--- config.mk ---
export PLATFORM = sky130hd
export DESIGN_NAME = sprite_compositor
export DESIGN_NICKNAME = d
export VERILOG_FILES = /design/src/rtl/sprite_compositor.sv
export SDC_FILE = /design/constraint.sdc
export NUM_CORES = 1
export LEC_CHECK = 0
export ABC_AREA = 1
export BUFFER_PORTS_ARGS = -buffer_cell sky130_fd_sc_hd__buf_2
export CORE_MARGIN = 2
export CORE_UTILIZATION = 40
export CTS_CLUSTER_SIZE = 16
export DETAILED_ROUTE_END_ITERATION = 10
export SKIP_LAST_GASP = 1
export SYNTH_ARGS = -nofsm -noshare
export SYNTH_HDL_FRONTEND = slang
export SYNTH_SLANG_ARGS = --single-unit
--- constraint.sdc ---
create_clock -name clk_i -period 2.95 [get_ports clk_i]
set_input_delay 0.59 -clock clk_i [delete_from_list [all_inputs] [get_ports clk_i]]
set_output_delay 0.59 -clock clk_i [all_outputs]
set_load 0.005 [all_outputs]
--- src/rtl/sprite_compositor.sv ---
`default_nettype none
// ============================================================================
// sprite_compositor : N-sprite priority compositor with double-buffered sprite
// state, centre separator, per-sprite blink and per-frame collision mask.
// Revision 1.0
// ============================================================================
module sprite_compositor #(
  parameter int N_SPRITES       = 3,
  parameter int X_W             = 10,
  parameter int Y_W             = 10,
  parameter int SIZE_W          = 6,
  parameter int RGB_W           = 12,
  parameter int H_RES           = 640,
  parameter int SEP_WIDTH       = 4,
  parameter int SEP_PERIOD_LOG2 = 5,
  parameter int SEP_DOT_H       = 16,
  parameter int SEP_OFFSET      = 9,
  parameter int BLINK_LOG2      = 5,
  parameter logic [RGB_W-1:0] BG_COLOR = '0
) (
  input  logic                          clk_i,
  input  logic                          rst_i,
  input  logic [X_W-1:0]                pixel_x_i,
  input  logic [Y_W-1:0]                pixel_y_i,
  input  logic                          visible_i,
  input  logic                          hsync_i,
  input  logic                          vsync_i,
  input  logic                          spr_valid_i,
  input  logic [N_SPRITES*X_W-1:0]      spr_x_i,
  input  logic [N_SPRITES*Y_W-1:0]      spr_y_i,
  input  logic [N_SPRITES*SIZE_W-1:0]   spr_w_i,
  input  logic [N_SPRITES*SIZE_W-1:0]   spr_h_i,
  input  logic [N_SPRITES*RGB_W-1:0]    spr_rgb_i,
  input  logic [N_SPRITES-1:0]          spr_en_i,
  input  logic [N_SPRITES-1:0]          spr_blink_i,
  input  logic                          sep_en_i,
  output logic [RGB_W-1:0]              rgb_o,
  output logic                          hsync_o,
  output logic                          vsync_o,
  output logic                          new_frame_o,
  output logic [N_SPRITES-1:0]          hit_mask_o
);

  localparam int XV_W = N_SPRITES * X_W;
  localparam int YV_W = N_SPRITES * Y_W;
  localparam int SV_W = N_SPRITES * SIZE_W;
  localparam int CV_W = N_SPRITES * RGB_W;

  localparam logic [X_W:0] SEP_LO = (X_W+1)'(H_RES/2 - SEP_WIDTH/2);
  localparam logic [X_W:0] SEP_HI = (X_W+1)'(H_RES/2 + SEP_WIDTH/2);
  localparam logic [SEP_PERIOD_LOG2-1:0] SEP_OFF = SEP_PERIOD_LOG2'(SEP_OFFSET);
  localparam logic [SEP_PERIOD_LOG2:0]   SEP_DOT = (SEP_PERIOD_LOG2+1)'(SEP_DOT_H);

  // Pending (written by game logic) and active (used for drawing) sets
  logic [XV_W-1:0]      pend_x_q, pend_x_d, act_x_q, act_x_d;
  logic [YV_W-1:0]      pend_y_q, pend_y_d, act_y_q, act_y_d;
  logic [SV_W-1:0]      pend_w_q, pend_w_d, act_w_q, act_w_d;
  logic [SV_W-1:0]      pend_h_q, pend_h_d, act_h_q, act_h_d;
  logic [CV_W-1:0]      pend_rgb_q, pend_rgb_d, act_rgb_q, act_rgb_d;
  logic [N_SPRITES-1:0] pend_en_q, pend_en_d, act_en_q, act_en_d;
  logic [N_SPRITES-1:0] pend_blink_q, pend_blink_d, act_blink_q, act_blink_d;
  logic                 pend_sep_q, pend_sep_d, act_sep_q, act_sep_d;

  logic                  vs_prev_q, vs_prev_d;
  logic                  new_frame_q, new_frame_d;
  logic [BLINK_LOG2-1:0] blink_cnt_q, blink_cnt_d;

  logic [N_SPRITES-1:0] s1_hit_q, s1_hit_d;
  logic                 s1_sep_q, s1_sep_d;
  logic                 s1_vis_q, s1_vis_d;
  logic                 s1_hs_q, s1_hs_d;
  logic                 s1_vs_q, s1_vs_d;

  logic [RGB_W-1:0]     rgb_q, rgb_d;
  logic                 hs_q, hs_d;
  logic                 vs_q, vs_d;

  logic [N_SPRITES-1:0] acc_q, acc_d;
  logic [N_SPRITES-1:0] hit_mask_q, hit_mask_d;

  logic [N_SPRITES-1:0]       hit_now;
  logic                       sep_now;
  logic [SEP_PERIOD_LOG2-1:0] y_phase;
  logic [N_SPRITES-1:0]       coll_now;
  logic [RGB_W-1:0]           rgb_sel;
  logic                       blink_off;

  assign blink_off = blink_cnt_q[BLINK_LOG2-1];

  // Right/bottom edges are formed one bit wider so a sprite near the screen edge never wraps
  for (genvar k = 0; k < N_SPRITES; k++) begin : g_spr
    logic [X_W:0] x_end;
    logic [Y_W:0] y_end;
    logic         in_x;
    logic         in_y;

    assign x_end = {1'b0, act_x_q[k*X_W +: X_W]} + (X_W+1)'(act_w_q[k*SIZE_W +: SIZE_W]);
    assign y_end = {1'b0, act_y_q[k*Y_W +: Y_W]} + (Y_W+1)'(act_h_q[k*SIZE_W +: SIZE_W]);
    assign in_x  = (pixel_x_i >= act_x_q[k*X_W +: X_W]) && ({1'b0, pixel_x_i} < x_end);
    assign in_y  = (pixel_y_i >= act_y_q[k*Y_W +: Y_W]) && ({1'b0, pixel_y_i} < y_end);
    assign hit_now[k] = act_en_q[k] & ~(act_blink_q[k] & blink_off) & in_x & in_y;
  end

  assign y_phase = pixel_y_i[SEP_PERIOD_LOG2-1:0] + SEP_OFF;
  assign sep_now = act_sep_q
                 & ({1'b0, pixel_x_i} > SEP_LO)
                 & ({1'b0, pixel_x_i} < SEP_HI)
                 & ({1'b0, y_phase} < SEP_DOT);

  // Lowest index wins, so scan from the highest index down
  always_comb begin
    rgb_sel = BG_COLOR;
    for (int k = N_SPRITES - 1; k >= 0; k--) begin
      if (s1_hit_q[k]) rgb_sel = act_rgb_q[k*RGB_W +: RGB_W];
    end
  end

  always_comb begin
    coll_now    = s1_hit_q & {N_SPRITES{s1_hit_q[0] & s1_vis_q}};
    coll_now[0] = 1'b0;
  end

  always_comb begin
    pend_x_d     = pend_x_q;
    pend_y_d     = pend_y_q;
    pend_w_d     = pend_w_q;
    pend_h_d     = pend_h_q;
    pend_rgb_d   = pend_rgb_q;
    pend_en_d    = pend_en_q;
    pend_blink_d = pend_blink_q;
    pend_sep_d   = pend_sep_q;
    act_x_d      = act_x_q;
    act_y_d      = act_y_q;
    act_w_d      = act_w_q;
    act_h_d      = act_h_q;
    act_rgb_d    = act_rgb_q;
    act_en_d     = act_en_q;
    act_blink_d  = act_blink_q;
    act_sep_d    = act_sep_q;
    blink_cnt_d  = blink_cnt_q;
    acc_d        = acc_q | coll_now;
    hit_mask_d   = hit_mask_q;

    if (spr_valid_i) begin
      pend_x_d     = spr_x_i;
      pend_y_d     = spr_y_i;
      pend_w_d     = spr_w_i;
      pend_h_d     = spr_h_i;
      pend_rgb_d   = spr_rgb_i;
      pend_en_d    = spr_en_i;
      pend_blink_d = spr_blink_i;
      pend_sep_d   = sep_en_i;
    end

    // Swap takes the pending values as they stood before this cycle's write
    if (new_frame_q) begin
      act_x_d     = pend_x_q;
      act_y_d     = pend_y_q;
      act_w_d     = pend_w_q;
      act_h_d     = pend_h_q;
      act_rgb_d   = pend_rgb_q;
      act_en_d    = pend_en_q;
      act_blink_d = pend_blink_q;
      act_sep_d   = pend_sep_q;
      blink_cnt_d = blink_cnt_q + BLINK_LOG2'(1);
      hit_mask_d  = acc_q | coll_now;
      acc_d       = '0;
    end

    vs_prev_d   = vsync_i;
    new_frame_d = vs_prev_q & ~vsync_i;

    s1_hit_d = hit_now;
    s1_sep_d = sep_now;
    s1_vis_d = visible_i;
    s1_hs_d  = hsync_i;
    s1_vs_d  = vsync_i;

    if (!s1_vis_q)     rgb_d = '0;
    else if (s1_sep_q) rgb_d = '1;
    else               rgb_d = rgb_sel;
    hs_d = s1_hs_q;
    vs_d = s1_vs_q;
  end

  // vs_prev resets low so a vsync already low at reset release is not seen as an edge
  always_ff @(posedge clk_i) begin
    if (rst_i) begin
      pend_x_q     <= '0;
      pend_y_q     <= '0;
      pend_w_q     <= '0;
      pend_h_q     <= '0;
      pend_rgb_q   <= '0;
      pend_en_q    <= '0;
      pend_blink_q <= '0;
      pend_sep_q   <= 1'b0;
      act_x_q      <= '0;
      act_y_q      <= '0;
      act_w_q      <= '0;
      act_h_q      <= '0;
      act_rgb_q    <= '0;
      act_en_q     <= '0;
      act_blink_q  <= '0;
      act_sep_q    <= 1'b0;
      vs_prev_q    <= 1'b0;
      new_frame_q  <= 1'b0;
      blink_cnt_q  <= '0;
      s1_hit_q     <= '0;
      s1_sep_q     <= 1'b0;
      s1_vis_q     <= 1'b0;
      s1_hs_q      <= 1'b1;
      s1_vs_q      <= 1'b1;
      rgb_q        <= '0;
      hs_q         <= 1'b1;
      vs_q         <= 1'b1;
      acc_q        <= '0;
      hit_mask_q   <= '0;
    end else begin
      pend_x_q     <= pend_x_d;
      pend_y_q     <= pend_y_d;
      pend_w_q     <= pend_w_d;
      pend_h_q     <= pend_h_d;
      pend_rgb_q   <= pend_rgb_d;
      pend_en_q    <= pend_en_d;
      pend_blink_q <= pend_blink_d;
      pend_sep_q   <= pend_sep_d;
      act_x_q      <= act_x_d;
      act_y_q      <= act_y_d;
      act_w_q      <= act_w_d;
      act_h_q      <= act_h_d;
      act_rgb_q    <= act_rgb_d;
      act_en_q     <= act_en_d;
      act_blink_q  <= act_blink_d;
      act_sep_q    <= act_sep_d;
      vs_prev_q    <= vs_prev_d;
      new_frame_q  <= new_frame_d;
      blink_cnt_q  <= blink_cnt_d;
      s1_hit_q     <= s1_hit_d;
      s1_sep_q     <= s1_sep_d;
      s1_vis_q     <= s1_vis_d;
      s1_hs_q      <= s1_hs_d;
      s1_vs_q      <= s1_vs_d;
      rgb_q        <= rgb_d;
      hs_q         <= hs_d;
      vs_q         <= vs_d;
      acc_q        <= acc_d;
      hit_mask_q   <= hit_mask_d;
    end
  end

  assign rgb_o       = rgb_q;
  assign hsync_o     = hs_q;
  assign vsync_o     = vs_q;
  assign new_frame_o = new_frame_q;
  assign hit_mask_o  = hit_mask_q;

endmodule
`default_nettype wire
==> results.cfg, run 1 <==
[status]
status = complete, no violations

[logic_synthesis]
synth_enable_flop_cells = 0
netlist.area_leader.share_pct = 40.9
synthesis.nets = 2257
synthFlopType = dfxtp_1
ys_warn_count = 0
synth_largest_area_cell = dfxtp_1
ys_seq_area_share_pct = 40.9
syn-cell-area_mm2 = 0.0152
syn_avg_cell_area_um2 = 7.84
netlist_instances = 1935
yosysUniqueCellTypes = 39
async_flop_share_pct = 0
synth.most_common_cell = dfxtp_1
synthTopCellsByArea = dfxtp_1 (41%), ha_1 (12%), o21ai_0 (8.3%), a21oi_1 (7.5%), inv_1 (6.6%)
ys_ff_latch = 310
synth_common_cells = dfxtp_1 (310), inv_1 (267), o21ai_0 (253)

[clock_tree]
clock_sinks = 310
clk_path_buf_depth = 3
clk_latency_ps = 530
cts-root-buf = clkbuf_16
clkSlewWorstSetupHoldPaths_ps = 60
cts_tree = done
cts-resized-gates = 0
cts_made_buffers = 35
postCtsSetupBuffers = 0
cts_max_level = 2
cts-hold-fix-buffers = 0

[worst_setup_path]
crit_chain = ha_1, fa_1, nand3_1, nand2_1, a21oi_1, o21ai_0, xor2_1, ha_1, nand2_1, a21oi_1, nor2_1, nand2_1, nand2_1, nand2_1, nand2_1, nand2_1, nand2_1, nand2_1, nor2_2
reg2regPathDepth = 19
worst_setup_path_start_kind = flip-flop
r2r_slack_ps = 310
cp_max_fo = 3
r2r-end = s1_hit_q[1]
timing.rr.start = act_y_q[10]
slowest_stage = fa_1
cpMostUsedCell = nand2_1
cp_data_arrival_time_ps = 3050
critPathMaxStageDelay_ps = 400
cp-end-kind = flip-flop
critPathKind = flip-flop to flip-flop
required_ps = 3360

[timing]
setup_viol = 0
fin_setup_tns_ps = 0
maxSlewViolCount = 0
timing.final.crit_share_pct = 89.6
tightest_slew_ps = 718
post-route-min-period_ps = 2640
fmax_ghz = 0.378
fin_skew_ps = 7.17
slew_headroom_pct = 52.1
holdWs_ps = 243
hold_viol_final = 0
grt_setup_unrepaired = no
setup_slack_ps = 307

[floorplanning]
dieArea_mm2 = 0.0395
core-area_mm2 = 0.0375
die_w_um = 199
ios = 183
num_rows = 71
die_y_um = 199
initial_core_util_pct = 40.5

[global_route]
grt_pass1_wl_um = 65000
grt_overflow = 0
first_global_vias = 12636
grt_max_degree = 124
globalRouteTotalUtil_pct = 20.5
antenna_found_initial = 0

[placed_design]
dpl.hpwl_um = 28300
port_buffers = 181
gp_congestion = 0.881
post-place-ws_ps = 321

[detailed_routing]
wl_per_cell_um = 15.5
viasPerCell = 5.06
drt_wl_total_um = 40200
detail-route-antenna-nets = 0
drc = 0
vias = 13181
first_pass_iters = 5
drt_iter0_drc = 820

[min_path]
hold-path-endpoint = hs_d
holdCritStartpoint = hsync_i
hold_class = input port to flip-flop
whs_path_depth = 2

[flow_run]
max_cap_violations = 0

[pwr]
power_density_mw_per_mm2 = 543
ir_drop_v = 0.000336
p_leak_nw = 7.51

[finish]
drive_above_1_share_pct = 13.1
nFillCells = 3811
syn_to_final_growth_pct = 16.2
diodes = 0
fin_nets = 2395
==> cells by family (layout without fill, tap and decap cells) <==
group,after synthesis,count (layout),synth area share (%)
flops,310,310,40.9
buf+inv,369,528,9.53
other cells,1,1,0.0247
compound gates,575,575,20.2
fa+ha+maj,157,157,13.2
simple gates,479,479,13.6
xor+xnor,44,44,2.54
==> worst max-delay path: cells and delay by family (launching register included) <==
kind            cells  cell delay (ps)
flops               1              320
fa+ha+maj           3              920
compound gates      3              390
xor+xnor            1              150
simple gates       12              710
==> layout by cell type, fill, tap and decap left out, types with 4 or more instances in the layout <==
cell type	n
buf_12	6
buf_4	8
nor2_2	9
nand4_1	13
nand3_1	116
nor2_1	102
nor3_1	5
o22ai_1	53
a21oi_1	226
inv_1	267
xnor2_1	12
o211ai_1	18
o21ai_0	253
fa_1	6
a31oi_1	4
dfxtp_1	310
buf_2	181
clkbuf_8	6
nand2_2	5
clkbuf_1	6
xor2_1	32
clkbuf_16	35
nor4_1	8
nand2_1	213
ha_1	151
==> per-stage QoR <==
step | instances | util [%] | area [um^2] | total power [mW]
floorplan | 1935 | - | 15200 | 5.02
CTS | 2605 | 47.0 | 17600 | 9.68
global route | 2605 | 47.0 | 17600 | 10.0
finish | 2605 | 47.0 | 17600 | 9.57
detailed placement | 2547 | 44.0 | 16500 | 5.37
global placement | 2547 | 44.0 | 16500 | 5.35
==> metal layers <==
| layer | routed length [um] | global-route usage (%) |
|---|---|---|
| met5 | 0 | 0 |
| met4 | 789 | 5.06 |
| met3 | 1920 | 2.61 |
| met2 | 17500 | 32.8 |
| met1 | 20000 | 29.3 |
==> worst max path at each step <==
stage | depth (start not counted) | from | end
after floorplan | 18 | act_y_q[10] | s1_hit_q[1]
after global placement | 18 | act_y_q[10] | s1_hit_q[1]
after detailed placement | 18 | act_y_q[10] | s1_hit_q[1]
after CTS | 18 | act_y_q[10] | s1_hit_q[1]
after global routing | 19 | act_y_q[10] | s1_hit_q[1]
final | 19 | act_y_q[10] | s1_hit_q[1]
==> area by class of cell <==
| class | instances | area, um^2 | area share, % |
|---|---|---|---|
| multi-input cells | 1256 | 7530 | 42.7 |
| well taps | 511 | 639 | 3.63 |
| clock inverters | 11 | 146 | 0.830 |
| flip-flops and latches | 310 | 6210 | 35.2 |
| clock buffers | 47 | 981 | 5.56 |
| inverters | 275 | 1040 | 5.91 |
| repair buffers | 195 | 1090 | 6.16 |
==> state kept, by name (all words and copies together), names as in the netlist, 2 cells and up <==
signal / cells
pend_h_q: 18
act_en_q: 3
act_w_q: 18
blink_cnt_q: 5
act_rgb_q: 36
pend_w_q: 18
pend_x_q: 30
act_x_q: 30
pend_rgb_q: 36
pend_blink_q: 3
act_y_q: 30
hit_mask_o: 2
act_blink_q: 3
pend_y_q: 30
pend_en_q: 3
acc_q: 2
rgb_o: 12
s1_hit_q: 3
act_h_q: 18
==> report_power, final <==
part	internal (mW)	switching, mW	total [mW]
combinational	0.323	0.555	0.878
sequential	4.35	0.0522	4.40
clock	2.53	1.77	4.29
Note: power is estimated with default switching activity, not from simulation.
==> inputs of run 2 (changes only) <==
Settings changed: CORE_MARGIN 2 to 5, PLACE_DENSITY set to 0.69.
==> run 2 against run 1 <==
Effect of this change:
- maximum frequency down 0.64%
- sequential power about the same
- non-clock buffer count did not move
- cell count is 0.19% higher
- hold slack improved by 1.5 ps
- critical endpoint unchanged
- final area increased by 0.43%
- global-route usage down 0.99 points
- largest cell class unchanged
- count of clock-buffer cells in the layout grew 2
- critical path depth stayed put
- sequential cell count unchanged
- combinational power about the same
- die area is 6.1% higher
==> results.cfg, run 2 (synthesized netlist as in run 1, its figures left out) <==
[timing]
setup_viol = 0
fin_setup_tns_ps = 0
slew_headroom_pct = 49.0
grt_setup_unrepaired = no
hold_viol_final = 0
holdWs_ps = 244
fmax_ghz = 0.376
tightest_slew_ps = 764
timing.final.crit_share_pct = 90.2
post-route-min-period_ps = 2660
setup_slack_ps = 290
maxSlewViolCount = 0
fin_skew_ps = 23.0

[finish]
final_common_cell = dfxtp_1
fin_util_pct = 47.1
diodes = 0
drive_above_1_share_pct = 13.1
stdcell_area_mm2 = 0.0177
syn_to_final_growth_pct = 16.7
top_regs = act_rgb_q (36), pend_rgb_q (36)
final_cells = 2610
fin_nets = 2395
nFillCells = 3652
most-common-layout-cells = dfxtp_1 (310), inv_1 (267), o21ai_0 (253), a21oi_1 (226), nand2_1 (213)

[min_path]
hold_class = input port to flip-flop
hold-path-endpoint = hs_d
whs_path_depth = 2
holdCritStartpoint = hsync_i

[clock_tree]
cts-root-buf = clkbuf_16
clk_latency_ps = 550
cts-hold-fix-buffers = 0
postCtsSetupBuffers = 0
cts-resized-gates = 0
clk_path_buf_depth = 3
cts_max_level = 2
clock_sinks = 310
cts_tree = done
clkSlewWorstSetupHoldPaths_ps = 60
cts_made_buffers = 35

[pwr]
internal_power_mw = 7.44
power_frac_seq_pct = 44.6
power.share.switching_pct = 24.6
power_density_mw_per_mm2 = 557
total_power_mw = 9.87
ir_drop_v = 0.000353
switching_power_mw = 2.43
p_leak_nw = 7.54
pwr-share-clk_pct = 46.5
combPwrFrac_pct = 8.9

[worst_setup_path]
critPathKind = flip-flop to flip-flop
cp_data_arrival_time_ps = 3070
required_ps = 3360
cp_max_fo = 3
reg2regPathDepth = 19
cp-startpoint = act_y_q[10]
timing.rr.start = act_y_q[10]
r2r-end = s1_hit_q[1]
cp-end-kind = flip-flop
worst_setup_path_start_kind = flip-flop
r2r_slack_ps = 290

[floorplanning]
dieArea_mm2 = 0.0419
core-area_mm2 = 0.0376
num_rows = 71
initial_core_util_pct = 40.4
ios = 183
die_w_um = 205
die_y_um = 205

[detailed_routing]
drt_wl_total_um = 41500
detail-route-antenna-nets = 0
first_pass_iters = 5
viasPerCell = 5.14
wl_per_cell_um = 15.9
vias = 13420
drc = 0
drt_iter0_drc = 752

[placed_design]
port_buffers = 181
placedCellCount = 2547
post-place-ws_ps = 295
dpl.hpwl_um = 29800
gp_congestion = 0.905
post_dp_cell_area_mm2 = 0.0165

[global_route]
grt_max_degree = 109
grt_pass1_wl_um = 66900
first_global_vias = 13207
antenna_found_initial = 0
grt_overflow = 0
globalRouteTotalUtil_pct = 19.6

[flow_run]
max_cap_violations = 0

[status]
status = complete, no violations
run 2: how the worst max path moves through the flow:
stage | to | slack, ps | depth (start not counted)
6_report | s1_hit_q[1] | 290 | 19
2_1_floorplan | s1_hit_q[1] | 550 | 18
3_5_place_dp | s1_hit_q[1] | 290 | 16
3_3_place_gp | s1_hit_q[1] | 380 | 18
4_1_cts | s1_hit_q[1] | 290 | 16
5_1_grt | s1_hit_q[1] | 40 | 16
run 2: power by group through the flow:
stage	clock [mW]	sequential (mW)	combinational [mW]
after global routing	4.88	4.42	1.01
final	4.59	4.40	0.876
after detailed placement	0	4.49	0.875
after floorplan	0	4.48	0.546
after global placement	0	4.49	0.854
after CTS	4.70	4.40	0.882
run 2: cell type report:
class / instances / area (um^2) / area share, %
Tap cell: 511 / 639 / 3.61
Multi-Input combinational cell: 1256 / 7530 / 42.5
Clock inverter: 14 / 248 / 1.40
Inverter: 275 / 1040 / 5.89
Clock buffer: 49 / 968 / 5.47
Timing Repair Buffer: 195 / 1070 / 6.06
Sequential cell: 310 / 6210 / 35.0
run 2: critical path, stage by stage (launching register included):
cell and delay, ps:
dfxtp_1 330, ha_1 220, fa_1 410, nand3_1 90, nand2_1 100, a21oi_1 160, o21ai_0 110, xor2_1 160
ha_1 300, nand2_1 70, nor2_1 100, nand2_1 70, nand2_1 60, nand2_1 40, nand2_1 50, nand2_1 40
nand2_1 50, nand2_1 40, nand2_1 80, nor2_2 30
run 2: routing by layer:
metal,part of all wire (%),wire [um],global-route usage (%)
met5,0,0,0
met4,2.0,827,5.62
met2,45,18700,31.7
met1,48,19800,27.2
met3,5.0,2090,2.88
==> inputs of run 3 (changes only) <==
Settings changed: PLACE_DENSITY 0.69 to not set, PLACE_DENSITY_LB_ADDON set to 0.1.
Clock period 2.95 ns to 3 ns, I/O delays scaled along.
==> run 3 against run 2 <==
Effect of this change:
- utilization about the same
- sequential cell count unchanged
- sequential power shrank 2%
- clock skew fell by 12 ps
- critical path type unchanged
- cell count rose by 0.27%
- hold slack lost 3.0 ps
- power down 2.6%
- sequential share of layout area is essentially flat
- global-route usage increased by 0.050 points
- wire length decreased by 0.14%
==> results.cfg, run 3 (synthesized netlist as in run 1, its figures left out) <==
[status]
status = complete, no violations

[clock_tree]
clock_sinks = 310
clk_latency_ps = 550
cts_made_buffers = 37
cts_tree = done
clkSlewWorstSetupHoldPaths_ps = 50
cts_max_level = 2
cts-hold-fix-buffers = 0
cts-resized-gates = 0
postCtsSetupBuffers = 0
clk_path_buf_depth = 3
cts-root-buf = clkbuf_16

[timing]
hold_viol_final = 0
setup_viol = 0
holdWs_ps = 241
grt_setup_unrepaired = no
fmax_ghz = 0.380
setup_slack_ps = 369
fin_setup_tns_ps = 0
post-route-min-period_ps = 2630
fin_skew_ps = 10.7
timing.final.crit_share_pct = 87.7
slew_headroom_pct = 50.0
tightest_slew_ps = 749
maxSlewViolCount = 0

[detailed_routing]
wl_per_cell_um = 15.8
vias = 13189
drt_iter0_drc = 624
first_pass_iters = 5
detail-route-antenna-nets = 0
viasPerCell = 5.04
drt_wl_total_um = 41400
drc = 0

[placed_design]
port_buffers = 181
gp_congestion = 0.849
post-place-ws_ps = 373
dpl.hpwl_um = 29200

[global_route]
first_global_vias = 12840
grt_pass1_wl_um = 67100
grt_max_degree = 124
globalRouteTotalUtil_pct = 19.6
antenna_found_initial = 0
grt_overflow = 0

[pwr]
switching_power_mw = 2.42
p_leak_nw = 7.55
power_density_mw_per_mm2 = 543
power_frac_seq_pct = 45.0
power.share.switching_pct = 25.2
pwr-share-clk_pct = 46.0
internal_power_mw = 7.18
ir_drop_v = 0.000337
combPwrFrac_pct = 8.9

[floorplanning]
dieArea_mm2 = 0.0419
die_w_um = 205
initial_core_util_pct = 40.4
core-area_mm2 = 0.0376
die_y_um = 205
ios = 183
num_rows = 71

[finish]
top_regs = act_rgb_q (36), pend_rgb_q (36)
syn_to_final_growth_pct = 16.6
most-common-layout-cells = dfxtp_1 (310), inv_1 (267), o21ai_0 (253), a21oi_1 (226), nand2_1 (213)
fin_nets = 2399
final_common_cell = dfxtp_1
drive_above_1_share_pct = 13.4

[worst_setup_path]
cp_data_arrival_time_ps = 3110
required_ps = 3480
critPathKind = flip-flop to flip-flop
worst_setup_path_start_kind = flip-flop
critPathMaxStageDelay_ps = 400
crit_chain = ha_1, fa_1, nand3_1, nand2_1, a21oi_1, o21ai_0, xor2_1, ha_1, a21o_1, nor2_1, nand2_1, nand2_1, nand2_1, nand2_1, nand2_1, nand2_1, nand2_1, nor2_2
slowest_stage = fa_1
cp-end-kind = flip-flop
cp_max_fo = 3
cpMostUsedCell = nand2_1

[flow_run]
max_cap_violations = 0

[min_path]
hold_class = input port to flip-flop
[run 3: cell types whose count changed in the layout (fill, tap and decap cells not counted), moves of 2 or more]
| cell | previous run | this run |
|---|---|---|
| buf_4 | 9 | 12 |
| bufinv_16 | 5 | 1 |
| clkbuf_16 | 35 | 37 |
| clkbuf_8 | 4 | 8 |
| clkinv_2 | 1 | 5 |
| clkinvlp_4 | 3 | 0 |
[run 3: path summary, 6_finish.rpt]
| check | start | to | slack, ps | depth (start not counted) |
|---|---|---|---|---|
| max reg2reg | act_y_q[20] | s1_hit_q[2] | 370 | 18 |
| min | hsync_i | hs_d | 240 | 2 |
| min reg2reg | hs_d | hsync_o | 410 | 1 |
| max | act_y_q[20] | s1_hit_q[2] | 370 | 18 |
[run 3: per-layer routing]
layer	wire length (um)	GRT usage [%]	up-vias
met2	18100	30.7	217
met5	0	0	-
met1	20800	28.3	6123
li1	-	-	6796
met3	1780	3.09	53
met4	737	4.95	0
[run 3: worst max-delay path, delay by kind of cell (launching register included)]
kind | cells | cell delay, ps
xor gates and xnor gates | 1 | 160
DFF | 1 | 330
adders and majority gates | 3 | 930
and+or+nand+nor | 11 | 740
AOI/OAI and AO/OA | 3 | 410
[run 3: per-stage QoR]
stage | power (mW) | cells | cell area [um^2] | util [%]
2_1_floorplan | 4.94 | 1935 | 15200 | -
3_3_place_gp | 5.26 | 2549 | 16500 | 43.9
3_5_place_dp | 5.28 | 2549 | 16500 | 43.9
4_1_cts | 9.74 | 2616 | 17700 | 47.1
5_1_grt | 10.0 | 2616 | 17700 | 47.1
6_report | 9.61 | 2617 | 17700 | 47.1
[run 3: power groups by stage]
stage	Sequential, mW	Clock (mW)	Combinational, mW
finish	4.33	4.42	0.860
floorplan	4.40	0	0.537
global placement	4.41	0	0.850
detailed placement	4.42	0	0.867
CTS	4.33	4.54	0.873
global route	4.34	4.71	0.994
[run 3: area by class of cell]
cell class	instances	area, um^2
clock buffers	55	1070
multi-input cells	1256	7530
repair buffers	197	1080
diodes	1	2.50
inverters	275	1040
fillers	3846	19900
clock inverters	12	125
well taps	511	639
flip-flops and latches	310	6210
